--- src/rtl/shift_unit.sv ---
// shift_unit: multi-cycle 16-bit shifter, one bit position per clock.
// Optional rotate for op=00 under `define SHIFT_UNIT_ROR_EN.
module shift_unit (
  input  logic        clk,
  input  logic        rst_n,
  input  logic        start,
  input  logic [15:0] in,
  input  logic [1:0]  op,
  input  logic [3:0]  amt,
  output logic        busy,
  output logic        done,
  output logic [15:0] sout
);

  typedef enum logic [1:0] {
    IDLE  = 2'd0,
    SHIFT = 2'd1,
    DONE  = 2'd2
  } state_t;

  state_t      state_q, state_d;
  logic [15:0] acc_q, acc_d;
  logic [15:0] res_q, res_d;
  logic [3:0]  cnt_q, cnt_d;
  logic [1:0]  op_q, op_d;
  logic        accept;

  function automatic logic [15:0] step(
    input logic [15:0] a,
    input logic [1:0]  o
  );
    logic [15:0] r;
    unique case (o)
      2'b01: r = {a[14:0], 1'b0};
      2'b10: r = {1'b0, a[15:1]};
      2'b11: r = {a[15], a[15:1]};
`ifdef SHIFT_UNIT_ROR_EN
      default: r = {a[0], a[15:1]};
`else
      default: r = a;
`endif
    endcase
    return r;
  endfunction

  // next-state, datapath and output decode
  always_comb begin
    state_d = state_q;
    acc_d   = acc_q;
    cnt_d   = cnt_q;
    op_d    = op_q;
    accept  = start && (state_q != SHIFT);
    res_d   = (state_q == SHIFT) ? res_q : acc_q;
    busy    = (state_q == SHIFT);
    done    = (state_q == DONE);
    sout    = (state_q == SHIFT) ? res_q : acc_q;

    unique case (state_q)
      SHIFT: begin
        acc_d = step(acc_q, op_q);
        cnt_d = cnt_q - 4'd1;
        if (cnt_q == 4'd1)
          state_d = DONE;
      end
      DONE: state_d = IDLE;
      default: state_d = IDLE;
    endcase

    if (accept) begin
      acc_d   = in;
      op_d    = op;
      cnt_d   = amt;
      state_d = (amt != 4'd0) ? SHIFT : DONE;
    end
  end

  // state and datapath registers
  always_ff @(posedge clk or negedge rst_n) begin
    if (!rst_n) begin
      state_q <= IDLE;
      acc_q   <= 16'h0000;
      res_q   <= 16'h0000;
      cnt_q   <= 4'd0;
      op_q    <= 2'b00;
    end else begin
      state_q <= state_d;
      acc_q   <= acc_d;
      res_q   <= res_d;
      cnt_q   <= cnt_d;
      op_q    <= op_d;
    end
  end

endmodule
--- config.mk ---
export PLATFORM = sky130hd
export DESIGN_NAME = shift_unit
export DESIGN_NICKNAME = d
export VERILOG_FILES = /design/src/rtl/shift_unit.sv
export SDC_FILE = /design/constraint.sdc
export NUM_CORES = 1
export LEC_CHECK = 0
export CELL_PAD_IN_SITES_DETAIL_PLACEMENT = 2
export CELL_PAD_IN_SITES_GLOBAL_PLACEMENT = 2
export CORE_ASPECT_RATIO = 1.25
export CORE_MARGIN = 2
export CORE_UTILIZATION = 30
export DETAILED_ROUTE_END_ITERATION = 16
export GPL_ROUTABILITY_DRIVEN = 0
export PLACE_DENSITY_LB_ADDON = 0.12
export SLEW_MARGIN = 15
export SYNTH_ARGS = -nofsm -noshare
export SYNTH_HDL_FRONTEND = slang
export SYNTH_SLANG_ARGS = --single-unit
export TNS_END_PERCENT = 50
--- constraint.sdc ---
create_clock -name clk -period 2 [get_ports clk]
set_input_delay 0.5 -clock clk [delete_from_list [all_inputs] [get_ports clk]]
set_output_delay 0.5 -clock clk [all_outputs]
set_load 0.05 [all_outputs]
Yosys cells after proc, flatten, opt, wreduce, memory -nomap -nowiden:

Index checks and enable logic that the tools add are counted.

* output and inout port bits: 18
* register bits: 40
* bits of input ports: 25
* word-level logic and storage cells: 33

* eq/ne operators: 9
* reduce and logical (&&, ||, !) cells: 7
* $add $sub $neg: 1
* multiplexer cells: 10

Operators by type and width (count)
* $mux 16: 3
* $pmux 16 s3: 1
* $mux 2: 4
* $mux 4: 2
* $reduce_bool 4->1: 2
* $eq 2x2->1 const B: 3
* $eq 2x1->1 const B: 2
* $eq 4x1->1 const B: 1
* $sub 4x1->4 const B: 1
* $ne 3x1->1 const B: 1
* $reduce_and 3->1: 1
* $reduce_bool 3->1: 1
* $ne 2x1->1 const B: 1
* $ne 2x2->1 const B: 1
* $reduce_and 2->1: 1
* $reduce_bool 2->1: 1
* $logic_and 1x1->1: 1

Depth between registers and ports, before layout:

Gate-level depths: netlist of the first run.

* word-level depth: 4
* mapped depth: 6

Worst setup path after synthesis of the first run:

Ideal clock, no wire load.

* path type: flip-flop to output port
* start: register state_q[0]
* end: output port sout[0]
* setup slack: -510 ps
* cell stages (with the launch flop): 6
* data required time: 1500 ps
* data arrival time: 2010 ps
* buffers on the path: 2
* path through: dfrtp_1 nand2b_1 inv_2 buf_2 buf_1 o21ai_0

* word-level cells in the longest chain between the ends: 2

RTL lines
* start, declared: RTL line 21 `state_t state_q, state_d;`
* start signal, assigned: RTL line 86 `state_q <= state_d;`
* $eq 2x1->1: RTL line 56 `sout = (state_q == SHIFT) ? res_q : acc_q;`
* $mux 16: RTL line 56
* end, declared: RTL line 12 `output logic [15:0] sout`

No other way between the ends.

Worst setup path after layout of the first run:

* start: register state_q[0]
* end: output port sout[10]

The elaborated chain is that of the path after synthesis.

==> results_dict.tcl, run 1 <==
set metrics [dict create \
    hold_ws_ps 145.5 \
    cp_max_fo 24 \
    slew_headroom_pct 36.55 \
    grt_max_degree 25 \
    ys_warn_count 0 \
    synthCells 201 \
    finalPower_mw 5.935 \
    crit_required_ps 1500 \
    peakVddDrop_v 0.001211 \
    hold_class "primary input to asynchronous set/reset pin" \
    fin_util_pct 46.29 \
    highest_layer "met4" \
    synth_top_cell_by_area "dfrtp_1" \
    h-tree-depth 2 \
    fmaxAchievable_ghz 0.5289 \
    ys_top_cells_by_area "dfrtp_1 (51%), nand2_1 (15%), mux2i_1 (7.7%)" \
    area_growth_syn_to_layout_pct 47.56 \
    met3_length_um 169 \
    arrival_ps 1390 \
    wl_um 5321 \
    synth-seq-cells 40 \
    overflow 0 \
    vias 1622 \
    grt_pass1_wl_um 9039 \
    cpMaxStageDelayCell "dfrtp_1" \
    numCtsBuffers 5 \
    clock_sinks 40 \
    ios 43 \
    die_h_um 94.07 \
    maxCapViolCount 0 \
    worst_slew_pin_slew_ps 948.3 \
    met1_length_um 2386 \
    layout_min_cycle_time_ps 1891 \
    worstPathCellList "nand2b_4 > buf_8 > nand2_1 > nand2_2 > buf_12" \
    avgSynthCellArea_um2 9.686 \
    setup.worst_path.class "flop to output pin" \
    insertion_delay_ps 300 \
    leakagePower_nw 1.335 \
    die-area_mm2 0.007154 \
    first_global_vias 1770 \
    drt_iter0_drc 42 \
    wl_per_cell_um 15.93 \
    antenna_found_initial 0 \
    cts_root_buffer "clkbuf_8" \
    dpl_cell_area_mm2 0.002668 \
    yosysTopAreaCellShare_pct 51.41 \
    wl_met2_um 2733 \
    antenna_cells 0 \
    synth_nets 228 \
    syn_area_mm2 0.001947 \
    first_pass_iters 4 \
    nNetsFinal 275 \
    fin_skew_ps 8.100 \
    status "completed" \
    ys_seq_area_share_pct 51.41 \
    final_area_mm2 0.002873 \
    drc 0 \
    fillCellCount 637 \
    ys_types 31 \
    core_mm2 0.006206 \
    cts_tree "built" \
    end_kind "output pin" \
    hpwl_um 3773 \
    final_cells 334 \
    initial_core_util_pct 31.37 \
    clkTransAtPathRegs_ps 90 \
    finalSetupViolCount 0 \
    final_max_slew_viol_count 0 \
    row_count 32 \
    post-route-period-util_pct 94.54 \
    gr-usage-all-layers_pct 16.14 \
    finalHoldViolCount 0 \
    worst_setup_path_start_kind "flop" \
    dp.cells 325 \
    via_per_inst 4.856 \
    hold_buffers 0 \
    antenna_left 0 \
    critPathMaxStageDelay_ps 410 \
    cts_buffer_depth 2 \
    io_buffers 42 \
    chipWidth_um 76.06 \
    drive_gt1_share_pct 22.89 \
    power_density_mw_per_mm2 2066 \
]
cells in the final DEF (no fill, tap or decap), drive strengths merged, types with 2 or more instances in the layout:
cell	Yosys	final
ha	2	2
nand3	3	3
inv	5	5
nand2b	3	3
dfrtp	40	40
mux2i	15	15
o211a	3	3
o21ai	2	2
a221o	14	14
nand2	79	79
a211oi	2	2
bufinv	0	3
a21oi	2	2
nor3	2	2
clkdlybuf4s50	0	23
mux2	5	5
clkbuf	3	5
buf	10	30
nor2	2	2
flip-flops by register name, indices dropped and copies added, names as in the netlist:
signal   count
op_q         2
res_q       16
cnt_q        4
acc_q       16
state_q      2
cells in the mapped netlist:
library cell and n:
o21ai_0 2, or3_1 1, buf_2 5, o211ai_1 1, mux2i_1 15, a21oi_1 2
nor2_1 2, xnor2_1 1, a211oi_1 2, a221o_1 14, clkbuf_1 3, inv_2 1
buf_4 2, nor2b_1 1, mux2_4 1, nand3_1 3, nor4_1 1, nor3b_1 1
inv_1 4, o221a_2 1, a2bb2oi_1 1, buf_6 1, buf_1 2, nand2b_1 3
o211a_1 3, dfrtp_1 40, nand2_1 79, ha_1 2, o22ai_1 1, nor3_1 2
mux2_2 4
cells by family after synthesis:
group | count (synthesis) | synth area share, %
xor gates and xnor gates | 1 | 0.4500
muxes | 20 | 10.80
DFF | 40 | 51.41
buffers and inverters | 18 | 4.562
AOI/OAI and AO/OA | 27 | 12.28
and+or+nand+nor | 93 | 19.22
adders and majority gates | 2 | 1.285
what timing repair did:
| item | in CTS | in global routing |
|---|---|---|
| gates resized for setup | 3 | 8 |
| setup endpoints to repair | 7 | 27 |
| buffers inserted | 0 | 1 |
routing by layer:
metal  global-route usage [%]  vias up
met5                        0        -
met2                    28.50       29
met3                    4.038        2
li1                         -      780
met1                    19.82      811
met4                    4.091        0
worst max-delay path, delay by kind of cell, from the launching register on:
family        cells  cell delay [ps]
flops             1              410
buf+inv           2              350
simple gates      3              330
cell type report:
type                            count  area, um2  area share [%]
Multi-Input combinational cell    143      893.4           31.10
Inverter                            5      21.27          0.7404
Timing Repair Buffer               53      691.9           24.09
Clock inverter                      3      90.09           3.136
Clock buffer                        5      68.82           2.395
Sequential cell                    40       1001           34.84
Tap cell                           85      106.4           3.702
final timing paths:
check                            end       start  slack [ps]  cells past startpoint
setup reg to reg           acc_q[13]     op_q[1]         180                      3
setup / recovery            sout[10]  state_q[0]         110                      5
hold / removal             res_q[10]       rst_n         150                      1
min in group clk            res_q[7]    res_q[7]         500                      2
max in group asynchronous   acc_q[4]       rst_n        1300                      2
hold reg to reg             res_q[7]    res_q[7]         500                      2
stage by stage:
stage	setup TNS, ps	setup slack, ps
global route	-15.58	-6.289
floorplan	0	14.95
finish	0	109.3
global placement	0	101.0
CTS	-7.889	-7.889
detailed placement	0	62.80
power by group:
part / leakage, nW / total (mW) / internal, mW / switching (mW)
sequential: 0.498 / 1.48 / 1.18 / 0.298
combinational: 0.759 / 3.53 / 1.64 / 1.88
clock: 0.0784 / 0.928 / 0.625 / 0.304
Power figures use the tool's default switching activity.
==> run 2, diff against run 1 <==
--- a/config.mk
+++ b/config.mk
@@ -5,6 +5,7 @@
 export SDC_FILE = /design/constraint.sdc
 export NUM_CORES = 1
 export LEC_CHECK = 0
+export CAP_MARGIN = 10
 export CELL_PAD_IN_SITES_DETAIL_PLACEMENT = 2
 export CELL_PAD_IN_SITES_GLOBAL_PLACEMENT = 2
 export CORE_ASPECT_RATIO = 1.25
==> results of run 2 <==
Same layout as run 1: the final DEF is identical, and so are final timing and power.
